`src/rtl/aux_burst_sched.sv`:
```
// Aux FIFO burst read scheduler: fixed-length bursts with idle gaps outside active video, round-robin over channels.
// Optional build macro AUX_PRESENCE_EN adds per-frame audio presence tracking that masks channels off.
module aux_burst_sched #(
    parameter int CH      = 2,
    parameter int BURST   = 32,
    parameter int GAP     = 4,
    parameter int CNT_W   = 12,
    parameter int START_H = 1530,
    parameter int LEFT_W  = 4,
    localparam int SEL_W  = (CH > 1) ? $clog2(CH) : 1
) (
    input  logic                 fifo_clk,
    input  logic                 sys_rst,
    input  logic [CNT_W-1:0]     hcnt,
    input  logic [CNT_W-1:0]     vcnt,
    input  logic                 vde,
    input  logic [CH-1:0]        empty,
    input  logic [CH*LEFT_W-1:0] left,
    output logic [CH-1:0]        rd_en,
    output logic [SEL_W-1:0]     ch_sel,
    output logic                 busy,
    output logic                 underrun,
    output logic [CH-1:0]        audio_on
);

    localparam int CNT_MAX = (BURST > GAP) ? BURST : GAP;
    localparam int BC_W    = $clog2(CNT_MAX + 1);

    typedef enum logic [1:0] {S_IDLE, S_ARMED, S_READ, S_GAP} state_t;

    state_t            r_state;
    logic [BC_W-1:0]   r_cnt;
    logic [SEL_W-1:0]  r_rr_ptr;
    logic [SEL_W-1:0]  r_ch_sel;
    logic [CH-1:0]     r_rd_en;
    logic              r_busy;
    logic              r_underrun;

    logic [CH-1:0]     w_audio_on;
    logic [CH-1:0]     w_elig;
    logic [SEL_W:0]    w_arm_pick;
    logic [SEL_W:0]    w_gap_pick;
    logic [LEFT_W-1:0] w_cur_left;
    logic              w_cur_empty;
    logic              w_start_hit;

    // First eligible channel scanning upward from ptr+1 (wrapping); MSB flags a hit.
    function automatic logic [SEL_W:0] f_pick(input logic [CH-1:0] elig, input logic [SEL_W-1:0] ptr);
        logic [SEL_W:0] res;
        int             idx;
        res = '0;
        for (int k = CH; k >= 1; k--) begin
            idx = (int'(ptr) + k) % CH;
            if (elig[idx]) res = {1'b1, SEL_W'(idx)};
        end
        return res;
    endfunction

    function automatic logic [CH-1:0] f_onehot(input logic [SEL_W-1:0] s);
        return CH'(1) << s;
    endfunction

    assign w_elig      = ~empty & w_audio_on;
    assign w_arm_pick  = f_pick(w_elig, r_rr_ptr);
    assign w_gap_pick  = f_pick(w_elig, r_ch_sel);
    assign w_start_hit = (hcnt == CNT_W'(START_H));

    always_comb begin
        w_cur_left  = '0;
        w_cur_empty = 1'b1;
        for (int i = 0; i < CH; i++) begin
            if (SEL_W'(i) == r_ch_sel) begin
                w_cur_left  = left[i*LEFT_W +: LEFT_W];
                w_cur_empty = empty[i];
            end
        end
    end

    // vde is only consulted on entry from ARMED and at the gap decision, so bursts are never cut short.
    always_ff @(posedge fifo_clk or posedge sys_rst) begin
        if (sys_rst) begin
            r_state    <= S_IDLE;
            r_cnt      <= '0;
            r_rr_ptr   <= SEL_W'(CH - 1);
            r_ch_sel   <= '0;
            r_rd_en    <= '0;
            r_busy     <= 1'b0;
            r_underrun <= 1'b0;
        end else begin
            r_underrun <= 1'b0;
            case (r_state)
                S_IDLE: begin
                    if (vde) r_state <= S_ARMED;
                end
                S_ARMED: begin
                    if (w_start_hit && !vde && w_arm_pick[SEL_W]) begin
                        r_state  <= S_READ;
                        r_cnt    <= '0;
                        r_ch_sel <= w_arm_pick[SEL_W-1:0];
                        r_rd_en  <= f_onehot(w_arm_pick[SEL_W-1:0]);
                        r_busy   <= 1'b1;
                    end
                end
                S_READ: begin
                    if (r_cnt == BC_W'(BURST - 1)) begin
                        r_state <= S_GAP;
                        r_cnt   <= '0;
                        r_rd_en <= '0;
                    end else begin
                        r_cnt      <= r_cnt + 1'b1;
                        r_rd_en    <= w_cur_empty ? '0 : f_onehot(r_ch_sel);
                        r_underrun <= w_cur_empty;
                    end
                end
                S_GAP: begin
                    if (r_cnt == BC_W'(GAP - 1)) begin
                        r_cnt <= '0;
                        if ((w_cur_left != '0) && !w_cur_empty && !vde) begin
                            r_state <= S_READ;
                            r_rd_en <= f_onehot(r_ch_sel);
                        end else begin
                            r_rr_ptr <= r_ch_sel;
                            if (!vde && w_gap_pick[SEL_W]) begin
                                r_state  <= S_READ;
                                r_ch_sel <= w_gap_pick[SEL_W-1:0];
                                r_rd_en  <= f_onehot(w_gap_pick[SEL_W-1:0]);
                            end else begin
                                r_state <= S_ARMED;
                                r_busy  <= 1'b0;
                            end
                        end
                    end else begin
                        r_cnt <= r_cnt + 1'b1;
                    end
                end
                default: r_state <= S_IDLE;
            endcase
        end
    end

`ifdef AUX_PRESENCE_EN
    logic [CH-1:0] r_audio_on;
    logic [CH-1:0] r_seen;
    logic [CH-1:0] r_set_pend;
    logic          w_frame;

    assign w_frame = (vcnt == '0) && (hcnt == '0);

    // A set that lands on the frame cycle is carried one cycle so the clear still wins.
    always_ff @(posedge fifo_clk or posedge sys_rst) begin
        if (sys_rst) begin
            r_audio_on <= '1;
            r_seen     <= '0;
            r_set_pend <= '0;
        end else if (w_frame) begin
            r_audio_on <= r_seen;
            r_seen     <= '0;
            r_set_pend <= ~empty;
        end else begin
            r_seen     <= r_seen | ~empty | r_set_pend;
            r_set_pend <= '0;
        end
    end

    assign w_audio_on = r_audio_on;
`else
    logic w_unused_vcnt;
    assign w_unused_vcnt = ^vcnt;
    assign w_audio_on    = '1;
`endif

    assign rd_en    = r_rd_en;
    assign ch_sel   = r_ch_sel;
    assign busy     = r_busy;
    assign underrun = r_underrun;
    assign audio_on = w_audio_on;

endmodule

```
`config.mk`:
```
export PLATFORM = sky130hd
export DESIGN_NAME = aux_burst_sched
export DESIGN_NICKNAME = d
export VERILOG_FILES = /design/src/rtl/aux_burst_sched.sv
export SDC_FILE = /design/constraint.sdc
export NUM_CORES = 1
export LEC_CHECK = 0
export CAP_MARGIN = 5
export CORE_MARGIN = 2
export CORE_UTILIZATION = 41
export DETAILED_ROUTE_END_ITERATION = 10
export PLACE_DENSITY = 0.87
export SETUP_SLACK_MARGIN = 0.05
export SLEW_MARGIN = 40
export SYNTH_ARGS = -nofsm -noshare
export SYNTH_HDL_FRONTEND = slang
export SYNTH_SLANG_ARGS = --single-unit
```
`constraint.sdc`:
```
create_clock -name fifo_clk -period 2.1 [get_ports fifo_clk]
set_input_delay 0.42 -clock fifo_clk [delete_from_list [all_inputs] [get_ports fifo_clk]]
set_output_delay 0.42 -clock fifo_clk [all_outputs]
set_load 0.02 [all_outputs]
```
==> reports/metrics.cfg <==
[critical_path]
cpMaxStageDelayCell = clkdlybuf4s50_1
crit_path_start = hcnt[1]
crit_required_ns = 2.29
cp_slowest_stage_delay_ns = 0.51
crit_chain = clkdlybuf4s50_1 -> nand4bb_4 -> nor3_4 -> a31oi_4 -> or2_1 -> o41a_1
critPathArrivalTime_ns = 2.12
start_kind = input pin
r2r-start = r_cnt[2]
crit_fanout = 2
end_kind = register
path_class = input pin to register

[die]
die_h_um = 52.2
die_area_sq_mm = 0.00273
die_w_um = 52.2
fp.coreArea_sq_mm = 0.00221
start_util_pct = 43.1
num_io_pins = 44
row_count = 17

[global_route]
global_route.usage.met3_pct = 4.29
met1_usage_pct = 22.2
grt_pass1_wl_mm = 4.20
grt_pass1_vias = 1008
antenna_found_initial = 0
grt.busiest_layer = met2
grt_max_degree = 15
gr-usage-met2_pct = 38.0
grt_usage_pct = 21.5
grt_overflow = 0

[power_and_ir_drop]
p_leak_nw = 0.600
power_frac_seq_pct = 33.0
p_int_mw = 0.901
clockPowerShare_pct = 13.9
ir_drop_v = 0.000776
switchingPower_mw = 0.617
swShare_pct = 40.7
p_comb_share_pct = 53.1
power_density_mw_per_mm2 = 1100

[timing]
rsz0062_at_grt = no
fin_skew_ns = 0.00460
timing.final.crit_period_ns = 1.93
slew-limit-headroom_pct = 64.7
final_max_slew_viol_count = 0
finalSetupViolations = 0
final.period_utilization_pct = 92.0
final.setup.tns_ns = 0
hold_viol_final = 0
tightest_slew_ns = 0.529
max_freq_ghz = 0.518

[logic_synthesis]
netlist_instances = 100
syn_avg_cell_area_sq_um = 9.53
synth_cell_types = 43
synth_area_leaders = dfrtp_1, nand4bb_4, o21ai_0, mux2_2, dfstp_2
yosysTopAreaCell = dfrtp_1
synth.top_cell.area_share_pct = 34.1
synth.cell_area_sq_um = 953
synth_seq_area_share_pct = 36.9
ys_seq_elements = 14
yosys_warnings = 0

[cells_and_area]
num-nets-final = 179
layout.cells.most_common = clkdlybuf4s50_1
layout-drive-gt1-share_pct = 20.0
syn_to_final_growth_pct = 45.1
mostFrequentLayoutCells = clkdlybuf4s50_1, dfrtp_1, buf_4, o21ai_0
diodes = 0
utilization_pct = 62.6

[cts]
clockBufferDepth = 2
htreeDepth = 1
clk_pin_slew_ns = 0.10
cts_setup_buffers = 0
cts_root_buf = clkbuf_4
insertion_delay_ns = 0.30
clock_sinks = 14
cts_buffers = 3
cts_tree = yes

[detailed_routing]
num_vias = 947
via_per_inst = 5.64
wirelength_mm = 2.54
ant_nets = 0
drt_iter0_markers = 19
wl_per_cell_um = 15.1
drc_errors = 0
dr.pass1.iters = 4

[place]
routabilityCongestion = 0.847
io_buffers = 29
dp_hpwl_mm = 2.03

[job]
drv_cap = 0

[min_path]
hp-class = input pin to asynchronous set/reset pin

[status]
outcome = completed

==> cells in the mapped netlist <==
cell / n
a211oi_1: 1
a21boi_0: 1
a21boi_1: 1
a21oi_1: 4
a21oi_2: 1
a22o_2: 2
a31oi_1: 2
a31oi_4: 1
and3_1: 2
and4_1: 2
buf_2: 1
buf_4: 2
clkbuf_1: 3
conb_1: 1
dfrtp_1: 13
dfstp_2: 1
ha_1: 1
inv_1: 5
mux2_1: 2
mux2_2: 3
mux2i_1: 1
nand2_1: 7
nand2b_1: 2
nand3_1: 3
nand4_1: 1
nand4bb_4: 2
nor2_1: 7
nor3_1: 2
nor3_4: 1
nor4_1: 4
o211a_1: 1
o211ai_1: 1
o21ai_0: 8
o21ai_1: 1
o21bai_1: 2
o22ai_1: 1
o2bb2ai_1: 1
o31ai_1: 1
o32ai_1: 1
o41a_1: 1
or2_1: 1
or3_1: 1
xor2_1: 1
==> cell type report <==
| class | count | area (sq um) |
|---|---|---|
| Multi-Input combinational cell | 76 | 562 |
| Fill cell | 190 | 828 |
| Clock buffer | 4 | 36.3 |
| Sequential cell | 14 | 352 |
| Inverter | 5 | 18.8 |
| Timing Repair Buffer | 41 | 380 |
| Tap cell | 28 | 35.0 |
==> power by group through the flow <==
stage / combinational (mW) / clock [mW] / sequential [mW]
after CTS: 0.805 / 0.209 / 0.498
after global placement: 0.761 / 0 / 0.491
after detailed placement: 0.798 / 0 / 0.503
final: 0.806 / 0.212 / 0.501
after global routing: 0.875 / 0.221 / 0.520
after floorplan: 0.510 / 0 / 0.483
==> metal layers <==
| metal | up-vias | share of wire, % | routed length (um) |
|---|---|---|---|
| met1 | 444 | 39 | 1000 |
| li1 | 453 | - | - |
| met5 | - | 0 | 0 |
| met2 | 41 | 51 | 1300 |
| met3 | 9 | 5.2 | 131 |
| met4 | 0 | 4.1 | 103 |
==> registers in the layout, indices dropped and copies added, names as in the netlist <==
signal and flops:
rd_en 2, busy 1, r_rr_ptr 1, r_state 2
underrun 1, r_cnt 6, ch_sel 1
==> final timing paths <==
kind	endpoint	slack, ns	cells after the start
min reg2reg	rd_en[0]	0.50	1
max	rd_en[1]	0.17	6
max in group asynchronous	r_rr_ptr	1.29	2
min	ch_sel	0.45	2
min in group fifo_clk	rd_en[0]	0.50	1
max reg2reg	rd_en[1]	0.20	5
==> metrics by stage <==
step | setup slack (ns) | total power [mW] | area, sq um | hold slack, ns | cells
floorplan | 0.269 | 0.994 | 957 | 0.309 | 101
global placement | -0.120 | 1.25 | 1340 | 0.478 | 164
detailed placement | -0.170 | 1.30 | 1340 | 0.484 | 164
CTS | 0.153 | 1.51 | 1380 | 0.482 | 168
global route | 0.103 | 1.62 | 1380 | 0.514 | 168
finish | 0.169 | 1.52 | 1380 | 0.449 | 168
==> repair_timing <==
action                     4_1_cts  5_1_grt
gates resized for setup          0        1
setup endpoints to repair        0        1
hold buffers                     0        0
==> cells by family (layout without fill, tap and decap cells) <==
kind of cell / Yosys count / after routing / share of synthesized area [%]
compound gates: 31 / 31 / 23.6
buf+inv: 11 / 50 / 5.25
fa+ha+maj: 1 / 1 / 1.31
flops: 14 / 14 / 36.9
mux: 6 / 6 / 6.96
simple gates: 35 / 35 / 24.7
other cells: 1 / 2 / 0.393
xor+xnor: 1 / 1 / 0.919
==> critical path, delay by kind of cell <==
family | cells | cell delay, ns
buffers and inverters | 1 | 0.51
and+or+nand+nor | 3 | 0.66
AOI/OAI and AO/OA | 2 | 0.54
(Power assumes the default switching activity.)
